===== src/rtl/pipe_fetch.sv =====
`default_nettype none
// ============================================================================
//  Module      : pipe_fetch
//  Description : RV32I instruction-fetch stage and IF/ID pipeline register.
//                Holds the fetch PC, talks to instruction memory through a
//                req/ack handshake, applies EX-stage redirects and the hazard
//                unit's stall/flush controls, and presents the fetched
//                instruction (or a bubble) to decode one cycle after its ack.
//  Ports       : i_clk, i_rst          - clock, synchronous active-high reset
//                o_imem_addr/o_imem_req - fetch address (= PCF) and request
//                i_imem_rdata/i_imem_ack- returned instruction word and strobe
//                i_stall_f/i_stall_d   - hold PCF / hold IF/ID
//                i_flush_d             - load a bubble into IF/ID
//                i_pcsrc_e/i_pctarget_e- redirect request and target from EX
//                o_pcF                 - current fetch PC
//                o_instrD/o_pcD/o_pcplus4D/o_validD - IF/ID register contents
//                o_fetch_cnt           - instructions accepted into D
//  Revision    : 1.0 - initial release
// ============================================================================
module pipe_fetch #(
    parameter logic [31:0] RESET_PC  = 32'h0000_0000,
    parameter logic [31:0] NOP_INSTR = 32'h0000_0013
) (
    input  logic        i_clk,
    input  logic        i_rst,
    output logic [31:0] o_imem_addr,
    output logic        o_imem_req,
    input  logic [31:0] i_imem_rdata,
    input  logic        i_imem_ack,
    input  logic        i_stall_f,
    input  logic        i_stall_d,
    input  logic        i_flush_d,
    input  logic        i_pcsrc_e,
    input  logic [31:0] i_pctarget_e,
    output logic [31:0] o_pcF,
    output logic [31:0] o_instrD,
    output logic [31:0] o_pcD,
    output logic [31:0] o_pcplus4D,
    output logic        o_validD,
    output logic [31:0] o_fetch_cnt
);

    logic [31:0] r_pcf;
    logic [31:0] r_instr_d;
    logic [31:0] r_pc_d;
    logic [31:0] r_pcplus4_d;
    logic        r_valid_d;
    logic [31:0] r_fetch_cnt;

    logic [31:0] w_pcf_plus4;
    logic        w_kill_d;
    logic        w_capture;

    // Wraps naturally at 2^32.
    assign w_pcf_plus4 = r_pcf + 32'd4;

    // A redirect squashes whatever is in F, so it kills D exactly like a flush.
    assign w_kill_d  = i_flush_d | i_pcsrc_e;

    // Capture only when nothing above it in priority applies. Whenever F is
    // stalled the PC cannot advance on this ack, so capturing would present
    // the same instruction twice; such cycles become bubbles instead.
    assign w_capture = ~w_kill_d & ~i_stall_d & ~i_stall_f & i_imem_ack;

    // ------------------------------------------------------------------
    // Fetch PC
    // ------------------------------------------------------------------
    always_ff @(posedge i_clk) begin
        if (i_rst) begin
            r_pcf <= RESET_PC;
        end else if (i_pcsrc_e) begin
            r_pcf <= {i_pctarget_e[31:2], 2'b00};
        end else if (i_stall_f) begin
            r_pcf <= r_pcf;
        end else if (i_imem_ack) begin
            r_pcf <= w_pcf_plus4;
        end
        // No ack: hold so the same address is requested again.
    end

    // ------------------------------------------------------------------
    // IF/ID register and accepted-instruction counter
    // ------------------------------------------------------------------
    always_ff @(posedge i_clk) begin
        if (i_rst) begin
            r_instr_d   <= NOP_INSTR;
            r_pc_d      <= 32'd0;
            r_pcplus4_d <= 32'd0;
            r_valid_d   <= 1'b0;
            r_fetch_cnt <= 32'd0;
        end else if (w_capture) begin
            r_instr_d   <= i_imem_rdata;
            r_pc_d      <= r_pcf;
            r_pcplus4_d <= w_pcf_plus4;
            r_valid_d   <= 1'b1;
            r_fetch_cnt <= r_fetch_cnt + 32'd1;
        end else if (w_kill_d || !i_stall_d) begin
            // Kill, stall_f-without-advance, or simply no ack: bubble.
            r_instr_d   <= NOP_INSTR;
            r_pc_d      <= 32'd0;
            r_pcplus4_d <= 32'd0;
            r_valid_d   <= 1'b0;
        end
        // Remaining case is a D stall: every field holds.
    end

    assign o_imem_addr = r_pcf;
    assign o_imem_req  = ~i_rst;
    assign o_pcF       = r_pcf;
    assign o_instrD    = r_instr_d;
    assign o_pcD       = r_pc_d;
    assign o_pcplus4D  = r_pcplus4_d;
    assign o_validD    = r_valid_d;
    assign o_fetch_cnt = r_fetch_cnt;

endmodule
`default_nettype wire


===== config.mk =====
export PLATFORM = sky130hd
export DESIGN_NAME = pipe_fetch
export DESIGN_NICKNAME = d
export VERILOG_FILES = /design/src/rtl/pipe_fetch.sv
export SDC_FILE = /design/constraint.sdc
export NUM_CORES = 1
export LEC_CHECK = 0
export BUFFER_PORTS_ARGS = -buffer_cell sky130_fd_sc_hd__buf_2
export CAP_MARGIN = 20
export CELL_PAD_IN_SITES_DETAIL_PLACEMENT = 1
export CELL_PAD_IN_SITES_GLOBAL_PLACEMENT = 2
export CORE_ASPECT_RATIO = 1.1
export CORE_MARGIN = 1
export CORE_UTILIZATION = 29
export CTS_CLUSTER_DIAMETER = 150
export DETAILED_ROUTE_END_ITERATION = 10
export PLACE_DENSITY_LB_ADDON = 0.15
export SYNTH_ARGS = -nofsm -noshare
export SYNTH_HDL_FRONTEND = slang
export SYNTH_SLANG_ARGS = --single-unit
export TNS_END_PERCENT = 50

===== constraint.sdc =====
create_clock -name i_clk -period 6.08 [get_ports i_clk]
set_clock_uncertainty 0.15 [all_clocks]
set_input_delay 0.304 -clock i_clk [delete_from_list [all_inputs] [get_ports i_clk]]
set_output_delay 0.304 -clock i_clk [all_outputs]
set_load 0.1 [all_outputs]

==> impl_metrics.yaml <==
yosys:
  synthArstFlopShare: 0
  synth_area_per_cell_um2: 8.491
  ys_warn_count: 0
  ys.flop_type: "dfxtp_1"
  synth_cell_types: 42
  synth_seq_cells: 155
  syn_inst: 810
  synth_seq_area_share: 0.4512
  synth_area_um2: 6878
  synth_edf_count: 0
sta:
  finalCritPeriodShare: 0.4657
  rsz0062_at_grt: "no"
  fmax_ghz: 0.3532
  slew_headroom: 0.2782
  setup_viol: 0
  min_period_ns: 2.831
  setup-tns-final_ns: 0
  setup_slack_ns: 3.249
  tightest_slew_ns: 1.082
  maxSlewViolCount: 0
  hold_viol_final: 0
setup_path:
  critical_path.max_fanout: 10
  critical-path-top-delay-family: "simple AND/OR/NAND/NOR gates"
  cp-start-kind: "register"
  worst-path-buf-inv: 0
  cpPeakStageDelay_ns: 0.82
  required_ns: 6.26
  worst-setup-path-type: "reg -> reg"
  crit_path_end_kind: "register"
  worstPathArrival_ns: 3.01
  crit_chain: "ha_1 > nand3b_1 > nor3_1 > nand4_1 > xor2_1 > a211oi_1"
  cp_slowest_cell: "nor3_1"
finish:
  design_area_um2: 9210
  multi_input_area_um2: 3268
  stdcell_count: 1364
  nNetsFinal: 1122
  area.sequential_um2: 3103
  area_growth_pct: 33.91
  drive_above_1_share: 0.2844
  nFillCells: 2787
clocking:
  clockRootBuffer: "clkbuf_16"
  htree_levels: 4
  cts_tree: "yes"
  clk-insertion-delay-late_ns: 0.42
  numCtsBuffers: 17
  max-clock-path-buffers: 2
  cts.sinks: 155
  clk_transition_reported_paths_ns: 0.07
pwr:
  p_seq_frac: 0.421
  switchingPower_mw: 0.8073
  peakVddDrop_v: 0.0001754
  comb_power_share: 0.158
  power.share.clock: 0.421
  swShare: 0.3174
  power.density_nw_per_um2: 276.2
  intPower_mw: 1.736
  leakagePower_nw: 3.909
global_route:
  grt_pass1_wl_um: 37830
  use_met3: 0.05475
  first_global_vias: 6596
  top_usage_layer: "met2"
  use_met2: 0.3305
  use_met1: 0.2582
  grt_max_degree: 72
  antenna_found_initial: 3
  grtUsageTotal: 0.2005
  overflow: 0
hold_path:
  holdCritPathClass: "in -> reg"
route:
  drtIter0Drc: 212
  wl_per_cell_um: 17.60
  drc: 0
  drt_pass1_iterations: 4
  vias: 6570
  avgViaCountPerCell: 4.817
  antenna_left: 0
  wirelength_um: 24000
placement:
  io_buffers: 254
  dp_slack_ns: 2.887
  place_congestion: 0.7461
  hpwlAfterDp_um: 16470
  placed_area_um2: 8092
  place_inst: 1277
floorplanning:
  fp.dieH_um: 163.5
  die_w_um: 148.8
  coreArea_um2: 23080
  die_area_um2: 24340
  num_io_pins: 265
  rows: 58
  start_util: 0.2980
run_status:
  status: "complete, no violations"
flow_run:
  max_cap_viol_count: 0
[through the flow]
step                hold WS (ns)  power, mW  utilization
CTS                     0.002262      2.585       0.3989
global route             0.01051      2.644       0.3989
floorplan                 0.2918      1.409            -
finish                   0.02906      2.544       0.3991
detailed placement        0.2906      1.470       0.3506
global placement          0.2800      1.469       0.3506
[synthesized netlist by cell type (3+ instances only)]
cell      number  area, um2
nand4_1       39      244.0
nor4_1        11      68.82
clkbuf_1      53      198.9
a21oi_1       16      80.08
and2_1         3      18.77
buf_1          7      26.28
o22ai_1        3      18.77
or3_1          3      18.77
and4_1         3      26.28
a22oi_1       66      495.5
nand2_1       56      210.2
a211oi_1      11      82.58
o21ai_0       29      145.1
mux2i_1        8      80.08
nand3_1       30      150.1
dfxtp_1      155       3103
buf_4         38      285.3
inv_1          4      15.01
nor3_1        13      65.06
nor2_1       145      544.3
a22o_1         3      26.28
xor2_1        55      481.7
xnor2_1       27      236.5
and3_1         5      31.28
[repair_timing]
action | 4_1_cts | 5_1_grt
resized for setup | 0 | 0
hold buffers | 53 | 0
buffers inserted | 0 | 0
endpoints found under the hold margin | 53 | 0
[cells in the final DEF, fill, tap and decap left out, types with 4 or more instances in the layout]
| cell type | netlist | routed |
|---|---|---|
| a211oi_1 | 11 | 11 |
| a21oi_1 | 16 | 16 |
| a22oi_1 | 66 | 66 |
| and3_1 | 5 | 5 |
| buf_2 | 2 | 253 |
| buf_4 | 38 | 8 |
| clkbuf_16 | 0 | 17 |
| conb_1 | 1 | 8 |
| dfxtp_1 | 155 | 155 |
| dlygate4sd3_1 | 0 | 53 |
| inv_1 | 4 | 4 |
| inv_6 | 0 | 4 |
| mux2i_1 | 8 | 8 |
| nand2_1 | 56 | 56 |
| nand3_1 | 30 | 30 |
| nand4_1 | 39 | 39 |
| nor2_1 | 145 | 143 |
| nor3_1 | 13 | 13 |
| nor4_1 | 11 | 10 |
| o21ai_0 | 29 | 29 |
| xnor2_1 | 27 | 27 |
| xor2_1 | 55 | 55 |
[worst paths after layout]
kind	from	cells after the start	to	slack [ns]
worst max-delay path	o_imem_addr[2]	6	o_imem_addr[20]	3.25
worst min-delay path	i_pctarget_e[22]	3	o_imem_addr[22]	0.03
worst max register to register	o_imem_addr[2]	6	o_imem_addr[20]	3.25
worst min register to register	o_pcplus4D[19]	2	o_pcplus4D[19]	0.30
[metal layers]
metal / vias up / share of wire
met5: - / 0
met4: 0 / 0.0080
met3: 13 / 0.058
met2: 175 / 0.48
met1: 3143 / 0.46
li1: 3239 / -
[registers in the layout (all words and copies together) (netlist names)]
name and flops:
o_imem_addr 30, o_pcplus4D 30, o_instrD 32, o_fetch_cnt 32, o_validD 1, o_pcD 30
[tightest hold or removal path: stages]
cell and delay [ns]:
buf_2 0.10, nor2_1 0.09, a211oi_1 0.06
[cell families (layout without fill, tap and decap cells)]
kind of cell	after synthesis	count (layout)	synth area share
AOI/OAI and AO/OA	132	132	0.1283
xor gates and xnor gates	82	82	0.1044
adders and majority gates	2	2	0.003638
buffers and inverters	106	351	0.08004
DFF	155	155	0.4512
muxes	9	9	0.01328
other	1	10	0.0005452
and+or+nand+nor	323	323	0.2187
[power groups by stage]
stage	logic, mW	registers (mW)	clock network, mW
floorplan	0.222	1.19	0
global placement	0.374	1.09	0
detailed placement	0.376	1.09	0
CTS	0.403	1.07	1.11
global route	0.419	1.07	1.15
finish	0.401	1.07	1.07
[layout make-up]
class,instances,share of cell area
Sequential cell,155,0.3369
Inverter,5,0.002038
Clock buffer,20,0.04850
Multi-Input combinational cell,556,0.3548
Tap cell,300,0.04076
Antenna cell,2,0.0005434
Clock inverter,12,0.01481
Timing Repair Buffer,314,0.2016
No activity file was read; power rests on OpenSTA's default activity.
